===== config.mk =====
export PLATFORM = sky130hd
export DESIGN_NAME = bist_controller_flat
export DESIGN_NICKNAME = d
export VERILOG_FILES = /design/src/rtl/bist_controller_if.sv /design/src/rtl/bist_controller.sv /design/src/flat_wrapper.sv
export SDC_FILE = /design/constraint.sdc
export NUM_CORES = 1
export LEC_CHECK = 0
export ABC_AREA = 1
export CAP_MARGIN = 20
export CORE_MARGIN = 3
export CORE_UTILIZATION = 49
export DETAILED_ROUTE_END_ITERATION = 10
export HOLD_SLACK_MARGIN = 0.02
export PLACE_DENSITY_LB_ADDON = 0.3
export SYNTH_ARGS = -nofsm -noshare
export SYNTH_HDL_FRONTEND = slang
export SYNTH_SLANG_ARGS = --single-unit
export TNS_END_PERCENT = 1

===== constraint.sdc =====
create_clock -name clk -period 1.8 [get_ports clk]
set_input_delay 0.27 -clock clk [delete_from_list [all_inputs] [get_ports clk]]
set_output_delay 0.27 -clock clk [all_outputs]
set_load 0.05 [all_outputs]

===== src/rtl/bist_controller_if.sv =====
// ---------------------------------------------------------------------------
// bist_controller_if
//   Groups the BIST sequencing signals between the controller and the test
//   datapath / external pins.
//
//   bist_start  : start request (only its rising edge matters)
//   misr_sig    : current MISR signature
//   lfsr_init   : load LFSR seed
//   lfsr_en     : advance LFSR
//   misr_init   : clear MISR to its seed
//   misr_en     : MISR compacts CUT response
//   test_mode   : CUT input mux selects LFSR
//   bist_end    : test complete, pass_nfail valid (level)
//   pass_nfail  : 1 = signature matched
//
//   slave  : the controller side
//   master : the environment side (pins + datapath)
// ---------------------------------------------------------------------------
interface bist_controller_if #(
    parameter int SIG_WIDTH = 16
);
    logic                 bist_start;
    logic [SIG_WIDTH-1:0] misr_sig;
    logic                 lfsr_init;
    logic                 lfsr_en;
    logic                 misr_init;
    logic                 misr_en;
    logic                 test_mode;
    logic                 bist_end;
    logic                 pass_nfail;

    modport master (
        output bist_start, misr_sig,
        input  lfsr_init, lfsr_en, misr_init, misr_en, test_mode,
               bist_end, pass_nfail
    );

    modport slave (
        input  bist_start, misr_sig,
        output lfsr_init, lfsr_en, misr_init, misr_en, test_mode,
               bist_end, pass_nfail
    );
endinterface


===== src/rtl/bist_controller.sv =====
// ---------------------------------------------------------------------------
// bist_controller
//   Sequencing FSM of the built-in self-test. On a rising edge of bist_start
//   it initialises LFSR and MISR, runs N_PATTERNS pattern cycles, flushes the
//   CUT pipeline for FLUSH_CYC cycles, compares the MISR signature against
//   GOLDEN_SIG and then reports bist_end / pass_nfail until the next start.
//
//   clk   : system clock, rising edge
//   reset : asynchronous, active-low
//   bus   : bist_controller_if.slave (start/signature in, control/status out)
//
//   All outputs are flops whose next value is decoded from the next state,
//   so every output lines up exactly with the state it belongs to.
// ---------------------------------------------------------------------------
module bist_controller #(
    parameter int                   N_PATTERNS = 2000,
    parameter int                   FLUSH_CYC  = 1,
    parameter int                   SIG_WIDTH  = 16,
    parameter logic [SIG_WIDTH-1:0] GOLDEN_SIG = '0
) (
    input  logic               clk,
    input  logic               reset,
    bist_controller_if.slave   bus
);

    localparam int PW = $clog2(N_PATTERNS);
    // FLUSH_CYC = 1 would give a zero-width counter; keep at least one bit
    localparam int FW = (FLUSH_CYC > 1) ? $clog2(FLUSH_CYC) : 1;

    localparam logic [PW-1:0] PAT_LAST   = PW'(N_PATTERNS - 1);
    localparam logic [FW-1:0] FLUSH_LAST = FW'(FLUSH_CYC - 1);

    localparam logic [2:0] S_IDLE    = 3'd0;
    localparam logic [2:0] S_INIT    = 3'd1;
    localparam logic [2:0] S_RUN     = 3'd2;
    localparam logic [2:0] S_FLUSH   = 3'd3;
    localparam logic [2:0] S_COMPARE = 3'd4;
    localparam logic [2:0] S_DONE    = 3'd5;

    logic [2:0]    state_q, state_d;
    logic          start_q;
    logic [PW-1:0] pat_cnt_q, pat_cnt_d;
    logic [FW-1:0] flush_cnt_q, flush_cnt_d;
    logic          result_q, result_d;
    logic          start_evt;

    logic lfsr_init_q, lfsr_init_d;
    logic lfsr_en_q, lfsr_en_d;
    logic misr_init_q, misr_init_d;
    logic misr_en_q, misr_en_d;
    logic test_mode_q, test_mode_d;
    logic bist_end_q, bist_end_d;
    logic pass_nfail_q, pass_nfail_d;

    always_comb begin
        state_d     = state_q;
        pat_cnt_d   = pat_cnt_q;
        flush_cnt_d = flush_cnt_q;
        result_d    = result_q;
        start_evt   = bus.bist_start & ~start_q;

        case (state_q)
            S_IDLE: begin
                if (start_evt) state_d = S_INIT;
            end
            S_INIT: begin
                pat_cnt_d = '0;
                state_d   = S_RUN;
            end
            S_RUN: begin
                // counter holds on the last pattern rather than wrapping
                if (pat_cnt_q == PAT_LAST) begin
                    state_d     = S_FLUSH;
                    flush_cnt_d = '0;
                end else begin
                    pat_cnt_d = pat_cnt_q + PW'(1);
                end
            end
            S_FLUSH: begin
                if (flush_cnt_q == FLUSH_LAST) state_d = S_COMPARE;
                else                           flush_cnt_d = flush_cnt_q + FW'(1);
            end
            S_COMPARE: begin
                // misr_sig has seen all N+F captures by this edge
                result_d = (bus.misr_sig == GOLDEN_SIG);
                state_d  = S_DONE;
            end
            S_DONE: begin
                if (start_evt) begin
                    state_d  = S_INIT;
                    result_d = 1'b0;
                end
            end
            default: state_d = S_IDLE;
        endcase

        lfsr_init_d  = (state_d == S_INIT);
        misr_init_d  = (state_d == S_INIT);
        lfsr_en_d    = (state_d == S_RUN);
        misr_en_d    = (state_d == S_RUN) || (state_d == S_FLUSH);
        test_mode_d  = (state_d == S_INIT) || (state_d == S_RUN) ||
                       (state_d == S_FLUSH) || (state_d == S_COMPARE);
        bist_end_d   = (state_d == S_DONE);
        pass_nfail_d = (state_d == S_DONE) && result_d;
    end

    always_ff @(posedge clk or negedge reset) begin
        if (!reset) begin
            state_q      <= S_IDLE;
            start_q      <= 1'b0;
            pat_cnt_q    <= '0;
            flush_cnt_q  <= '0;
            result_q     <= 1'b0;
            lfsr_init_q  <= 1'b0;
            lfsr_en_q    <= 1'b0;
            misr_init_q  <= 1'b0;
            misr_en_q    <= 1'b0;
            test_mode_q  <= 1'b0;
            bist_end_q   <= 1'b0;
            pass_nfail_q <= 1'b0;
        end else begin
            state_q      <= state_d;
            start_q      <= bus.bist_start;
            pat_cnt_q    <= pat_cnt_d;
            flush_cnt_q  <= flush_cnt_d;
            result_q     <= result_d;
            lfsr_init_q  <= lfsr_init_d;
            lfsr_en_q    <= lfsr_en_d;
            misr_init_q  <= misr_init_d;
            misr_en_q    <= misr_en_d;
            test_mode_q  <= test_mode_d;
            bist_end_q   <= bist_end_d;
            pass_nfail_q <= pass_nfail_d;
        end
    end

    assign bus.lfsr_init  = lfsr_init_q;
    assign bus.lfsr_en    = lfsr_en_q;
    assign bus.misr_init  = misr_init_q;
    assign bus.misr_en    = misr_en_q;
    assign bus.test_mode  = test_mode_q;
    assign bus.bist_end   = bist_end_q;
    assign bus.pass_nfail = pass_nfail_q;

endmodule


===== src/flat_wrapper.sv =====
// flat-port wrapper written by rule: the top's interface ports become plain ports
module bist_controller_flat 
#(
    parameter int                   N_PATTERNS = 2000,
    parameter int                   FLUSH_CYC  = 1,
    parameter int                   SIG_WIDTH  = 16,
    parameter logic [SIG_WIDTH-1:0] GOLDEN_SIG = '0
)
  (clk, reset, bus_bist_start, bus_misr_sig, bus_lfsr_init, bus_lfsr_en, bus_misr_init, bus_misr_en, bus_test_mode, bus_bist_end, bus_pass_nfail);
  bist_controller_if #(.SIG_WIDTH(SIG_WIDTH)) bus_i ();
  input  logic clk;
  input  logic reset;
  input wire logic [$bits(bus_i.bist_start)-1:0] bus_bist_start;
  input wire logic [$bits(bus_i.misr_sig)-1:0] bus_misr_sig;
  output wire logic [$bits(bus_i.lfsr_init)-1:0] bus_lfsr_init;
  output wire logic [$bits(bus_i.lfsr_en)-1:0] bus_lfsr_en;
  output wire logic [$bits(bus_i.misr_init)-1:0] bus_misr_init;
  output wire logic [$bits(bus_i.misr_en)-1:0] bus_misr_en;
  output wire logic [$bits(bus_i.test_mode)-1:0] bus_test_mode;
  output wire logic [$bits(bus_i.bist_end)-1:0] bus_bist_end;
  output wire logic [$bits(bus_i.pass_nfail)-1:0] bus_pass_nfail;
  assign bus_i.bist_start = bus_bist_start;
  assign bus_i.misr_sig = bus_misr_sig;
  assign bus_lfsr_init = bus_i.lfsr_init;
  assign bus_lfsr_en = bus_i.lfsr_en;
  assign bus_misr_init = bus_i.misr_init;
  assign bus_misr_en = bus_i.misr_en;
  assign bus_test_mode = bus_i.test_mode;
  assign bus_bist_end = bus_i.bist_end;
  assign bus_pass_nfail = bus_i.pass_nfail;
  bist_controller #(.N_PATTERNS(N_PATTERNS), .FLUSH_CYC(FLUSH_CYC), .SIG_WIDTH(SIG_WIDTH), .GOLDEN_SIG(GOLDEN_SIG)) u_core (.clk(clk), .reset(reset), .bus(bus_i));
endmodule

==> flow_summary.ini, run 1 <==
[die]
boundaryPins = 26
placeableCoreArea_um2 = 2255
dieWidth_um = 55.28
initial_core_utilization_pct = 52.77
die_y_um = 55.28
rows = 17
design.die.area_um2 = 3056

[sta]
slew_headroom_pct = 66.68
shortest_clock_period_the_worst_path_allows_after_layout_ps = 1751
report.final.setup_viol = 0
clock_skew_ps = 4.405
finalSetupTns_ps = 0
maxSlewViolCount = 0
fmax_ghz = 0.5711
tightest_slew_ps = 498.3
unrepaired_setup_endpoints_after_global_routing = true
final_hold_viol_count = 0
post-route-period-util_pct = 97.28

[clock_tree]
path_clk_slew_ps = 120
post_cts_hold_buffer_count = 0
tritoncts_clock_tree = done
cts_max_path_buffers = 2
cts_htree_levels = 1
cts_root_buffer = clkbuf_4
insertion_delay_ps = 310
cts_made_buffers = 3
clock-sinks = 22

[synthesis]
ys_ff_latch = 22
synthCells = 147
postSynthNetCount = 167
ys_warn_count = 0
cell_with_the_most_instances_after_synthesis = nand2_1
synthDistinctLibCells = 29
post_synth_instance_area_um2 = 1190
synth_area_leaders = dfrtp_1 46%, nand2_1 12%, nand3_1 5.9%, nor2_1 5.4%, nand4_1 3.7%
synth-edff-count = 0
synth_sequential_area_ratio_pct = 46.27
asyncSetResetFlopFracSynth_pct = 100.0
synth_top_area_share_pct = 46.27
synth_top_cell_by_area = dfrtp_1
ys.flop_type = dfrtp_1
synth.top_cells.by_count = 39 x nand2_1, 22 x dfrtp_1, 17 x nor2_1
postSynthAreaPerCell_um2 = 8.094

[critical_path]
required_ps = 1530
critPathKind = register to primary output
path_buf_inv = 1
crit_path_max_fanout = 2
worst_setup_path_start_kind = register
crit_path_max_incr_delay_ps = 800
timing.reg2reg.setup_slack_ps = 200
critical_path.endpoint_type = primary output
cp_slowest_cell = clkdlybuf4s50_1
path_cells = clkdlybuf4s50_1
worst-endpoint-arrival_ps = 1480
path_delay_family = buffers and inverters

[finish]
finalNetCount = 196
drive_above_1_share_pct = 9.714
num_antenna_cells = 0
area_delta_synth_final_pct = 27.23
nFillCells = 199

[routing]
vias_per_cell = 5.394
firstDrtPassIters = 5
routed_wirelength_um = 2624
route.detailed.drc = 0
wl_per_cell_um = 12.93
num_vias = 1095
postRouteAntennaNets = 0
drtIter0Drc = 35

[pwr]
power.share.sequential_pct = 36.9
switching_share_pct = 41.97
pwr_density_cell_nw_per_um2 = 1246
power_after_layout_mw = 1.886
netSwitchingPower_mw = 0.7918
power_frac_clock_pct = 20.2
leakage_nw = 0.6733
ir_worst_vdd_uv = 895.4
internal-power_mw = 1.095
combinationalPowerShare_pct = 42.9

[status]
status = finished, final reports clean

[hold_path]
hold_crit_path_type = input pin to async pin

[job]
count_of_maximum_capacitance_violations = 0

[grt]
grt_first_pass_wirelength_um = 4850
groute.usage.overall_pct = 19.48
antenna_found_initial = 0
global_route.overflow_total = 0
largest_net_degree_at_the_start_of_global_routing = 23
first_global_vias = 1056

[placed_design]
post-dp-hpwl_um = 2065
port_buffers = 25
rd_place_congestion = 0.8003
cell families (layout without fill, tap and decap cells):
logic type / count (synthesis) / after routing / share of synthesized area (%)
XOR/XNOR: 3 / 3 / 2.209
AO/OA/AOI/OAI: 15 / 15 / 7.570
adder cells (fa/ha/maj): 1 / 1 / 1.051
flip-flops: 22 / 22 / 46.27
buffers and inverters: 14 / 42 / 6.204
AND/OR/NAND/NOR: 92 / 92 / 36.70
cells in the final DEF, fill, tap and decap left out:
cell type	count
nand2_1	39
clkdlybuf4s50_1	25
dfrtp_1	21
nor2_1	17
nand3_1	14
inv_1	9
nand4_1	7
o21ai_1	5
nor4_1	4
o21ai_0	3
clkbuf_4	3
nand2_4	2
nor3_1	2
nor2_2	2
a21oi_1	2
o21bai_1	2
xor2_1	2
buf_4	2
inv_2	1
nor3_4	1
inv_4	1
or2_1	1
o2111ai_1	1
nand2_2	1
a21o_1	1
nor3b_1	1
or2_2	1
xnor2_1	1
o21ai_2	1
ha_1	1
bufinv_16	1
dfrtp_2	1
cell type report:
cell class	count	area [um^2]	share of cell area, %
Clock inverter	1	30.03	1.983
Inverter	11	43.79	2.893
Multi-Input combinational cell	111	565.5	37.36
Timing Repair Buffer	27	265.3	17.52
Tap cell	28	35.03	2.314
Clock buffer	3	22.52	1.488
Sequential cell	22	551.8	36.45
stage by stage:
stage | util (%) | cell area [um^2] | instances | hold slack, ps | worst slack [ps]
6_report | 67.15 | 1514 | 203 | 292.0 | 48.97
5_1_grt | 67.15 | 1514 | 203 | 301.3 | -0.5822
4_1_cts | 67.09 | 1513 | 203 | 294.3 | 28.18
3_5_place_dp | 64.76 | 1460 | 199 | 520.4 | 173.8
3_3_place_gp | 64.76 | 1460 | 199 | 465.9 | 231.3
2_1_floorplan | - | 1190 | 147 | -25.59 | 316.9
final timing paths:
| kind | start | end | cells past startpoint |
|---|---|---|---|
| max in group asynchronous | reset | u_core.pat_cnt_q[0] | 2 |
| worst max-delay path | u_core.bus.lfsr_init | bus_lfsr_init | 1 |
| worst min register to register | u_core.pat_cnt_q[10] | u_core.pat_cnt_q[10] | 2 |
| worst max register to register | u_core.pat_cnt_q[0] | u_core.pat_cnt_q[9] | 8 |
| worst min-delay path | reset | u_core.bus.lfsr_init | 2 |
| min in group clk | bus_bist_start | u_core.start_q | 1 |
sequential cells by signal (all words and copies together) (netlist names):
register	cells
u_core.pat_cnt_q	11
u_core.state_q	3
u_core.bus.lfsr_en	1
u_core.bus.lfsr_init	1
u_core.bus.test_mode	1
u_core.start_q	1
u_core.bus.misr_en	1
u_core.bus.pass_nfail	1
u_core.bus.bist_end	1
u_core.result_q	1
per-layer routing:
metal  GRT usage [%]  routed length, um  vias to the layer above
met5               0                  0                        -
met2           33.78               1337                       41
met4           5.208                 40                        0
li1                -                  -                      547
met1           24.96               1083                      502
met3           3.271                162                        5
power by group through the flow:
stage          clock, mW  combinational (mW)  sequential (mW)
2_1_floorplan          0               0.475            0.836
3_5_place_dp           0               0.811            0.705
5_1_grt            0.416               0.887            0.719
4_1_cts            0.390               0.814            0.695
3_3_place_gp           0               0.801            0.697
6_report           0.380               0.809            0.697
repair_timing:
action	4_1_cts	5_1_grt
endpoints found under the setup margin	0	10
resized for setup	0	1
setup buffers	0	0
No activity file was read; power rests on OpenSTA's default activity.
==> run 2, diff against run 1 <==
--- a/config.mk
+++ b/config.mk
@@ -12,6 +12,8 @@
 export DETAILED_ROUTE_END_ITERATION = 10
 export HOLD_SLACK_MARGIN = 0.02
 export PLACE_DENSITY_LB_ADDON = 0.3
+export REMOVE_ABC_BUFFERS = 1
+export SKIP_CTS_REPAIR_TIMING = 1
 export SYNTH_ARGS = -nofsm -noshare
 export SYNTH_HDL_FRONTEND = slang
 export SYNTH_SLANG_ARGS = --single-unit
==> flow_summary.ini, run 2 (synthesized netlist as in run 1, its figures left out) <==
[status]
status = finished, final reports clean

[clock_tree]
cts_made_buffers = 3
cts_max_path_buffers = 2
path_clk_slew_ps = 120
insertion_delay_ps = 310
cts_root_buffer = clkbuf_4
tritoncts_clock_tree = done
clock-sinks = 22
cts_htree_levels = 1

[sta]
tightest_slew_ps = 510.9
slew_headroom_pct = 65.89
maxSlewViolCount = 0
unrepaired_setup_endpoints_after_global_routing = false
finalSetupTns_ps = 0
shortest_clock_period_the_worst_path_allows_after_layout_ps = 1741
clock_skew_ps = 0.4994
fmax_ghz = 0.5745
post-route-period-util_pct = 96.70
report.final.setup_viol = 0
final_hold_viol_count = 0

[finish]
layout.cells.most_common_list = 39 x nand2_1, 24 x clkdlybuf4s50_1, 22 x dfrtp_1, 17 x nor2_1, 14 x nand3_1
finalNetCount = 198
reg.largest.list = u_core.pat_cnt_q x11, u_core.state_q x3
area_delta_synth_final_pct = 28.60
fin_util_pct = 67.87
largest_register_ffs = 11
num_antenna_cells = 0
regMostFlops = u_core.pat_cnt_q
layout.cells.most_common = nand2_1
drive_above_1_share_pct = 10.17

[grt]
global_route.overflow_total = 0
largest_net_degree_at_the_start_of_global_routing = 23
grt_first_pass_wirelength_um = 4698
antenna_found_initial = 0
groute.usage.overall_pct = 18.86
first_global_vias = 1090

[hold_path]
hold_crit_path_type = input pin to async pin

[critical_path]
required_ps = 1530
worst-endpoint-arrival_ps = 1470
path_buf_inv = 1
path_delay_family = buffers and inverters
critical_path.endpoint_type = primary output
crit_path_max_incr_delay_ps = 800
path_cells = clkdlybuf4s50_1
cp_slowest_cell = clkdlybuf4s50_1
critPathKind = register to primary output
crit_path_max_fanout = 2
worst_setup_path_start_kind = register

[placed_design]
port_buffers = 25
rd_place_congestion = 0.8728
post-dp-hpwl_um = 2090

[job]
count_of_maximum_capacitance_violations = 0

[die]
design.die.area_um2 = 3056
initial_core_utilization_pct = 52.77
rows = 17
dieWidth_um = 55.28
placeableCoreArea_um2 = 2255
die_y_um = 55.28
boundaryPins = 26

[routing]
wl_per_cell_um = 13.09
route.detailed.drc = 0
firstDrtPassIters = 4
drtIter0Drc = 33
routed_wirelength_um = 2684
vias_per_cell = 5.415
postRouteAntennaNets = 0
num_vias = 1110

[pwr]
leakage_nw = 0.7000
ir_worst_vdd_uv = 1137
pwr_density_cell_nw_per_um2 = 1257
[run 2: report_power, final]
group          switching [mW]  internal, mW  leakage [nW]  total (mW)
Combinational           0.567         0.288         0.378       0.854
Clock                   0.155         0.225        0.0279       0.380
Sequential             0.0939         0.595         0.294       0.689
[run 2: stage by stage]
step                instances  setup slack (ps)  cell area, um^2  power (mW)  hold slack (ps)
finish                    205             59.37             1530       1.924            280.6
global route              205             9.906             1530       2.029            316.1
CTS                       205             28.28             1528       1.936            285.7
detailed placement        201             150.5             1475       1.554            471.4
global placement          201             250.0             1475       1.522            470.6
floorplan                 144             372.8             1160       1.240           -25.59
[run 2: worst paths after layout]
path / from / end / slack (ps) / cells after the start
min: reset / u_core.start_q / 280 / 2
min reg2reg: u_core.result_q / u_core.result_q / 500 / 2
max in group asynchronous: reset / u_core.pat_cnt_q[8] / 1310 / 2
min in group clk: bus_bist_start / u_core.start_q / 430 / 1
max reg2reg: u_core.pat_cnt_q[1] / u_core.pat_cnt_q[2] / 320 / 7
max: u_core.bus.lfsr_init / bus_misr_init / 60 / 1
[run 2: area by class of cell]
cell class | count | area [um^2]
inverters | 11 | 43.79
clock buffers | 3 | 22.52
well taps | 28 | 35.03
fillers | 193 | 724.4
flip-flops and latches | 22 | 550.5
repair buffers | 29 | 282.8
clock inverters | 1 | 30.03
multi-input cells | 111 | 565.5
[run 2: worst reg2reg max path, delay by kind of cell (launching register included)]
family / cells / cell delay [ps]
simple gates: 4 / 580
flops: 1 / 420
fa+ha+maj: 1 / 200
buf+inv: 1 / 140
compound gates: 1 / 70
[run 2: per-layer routing]
layer,share of wire [%],global-route usage [%]
met1,42,21.59
met2,53,34.97
met3,3.0,2.570
met4,2.1,7.292
met5,0,0
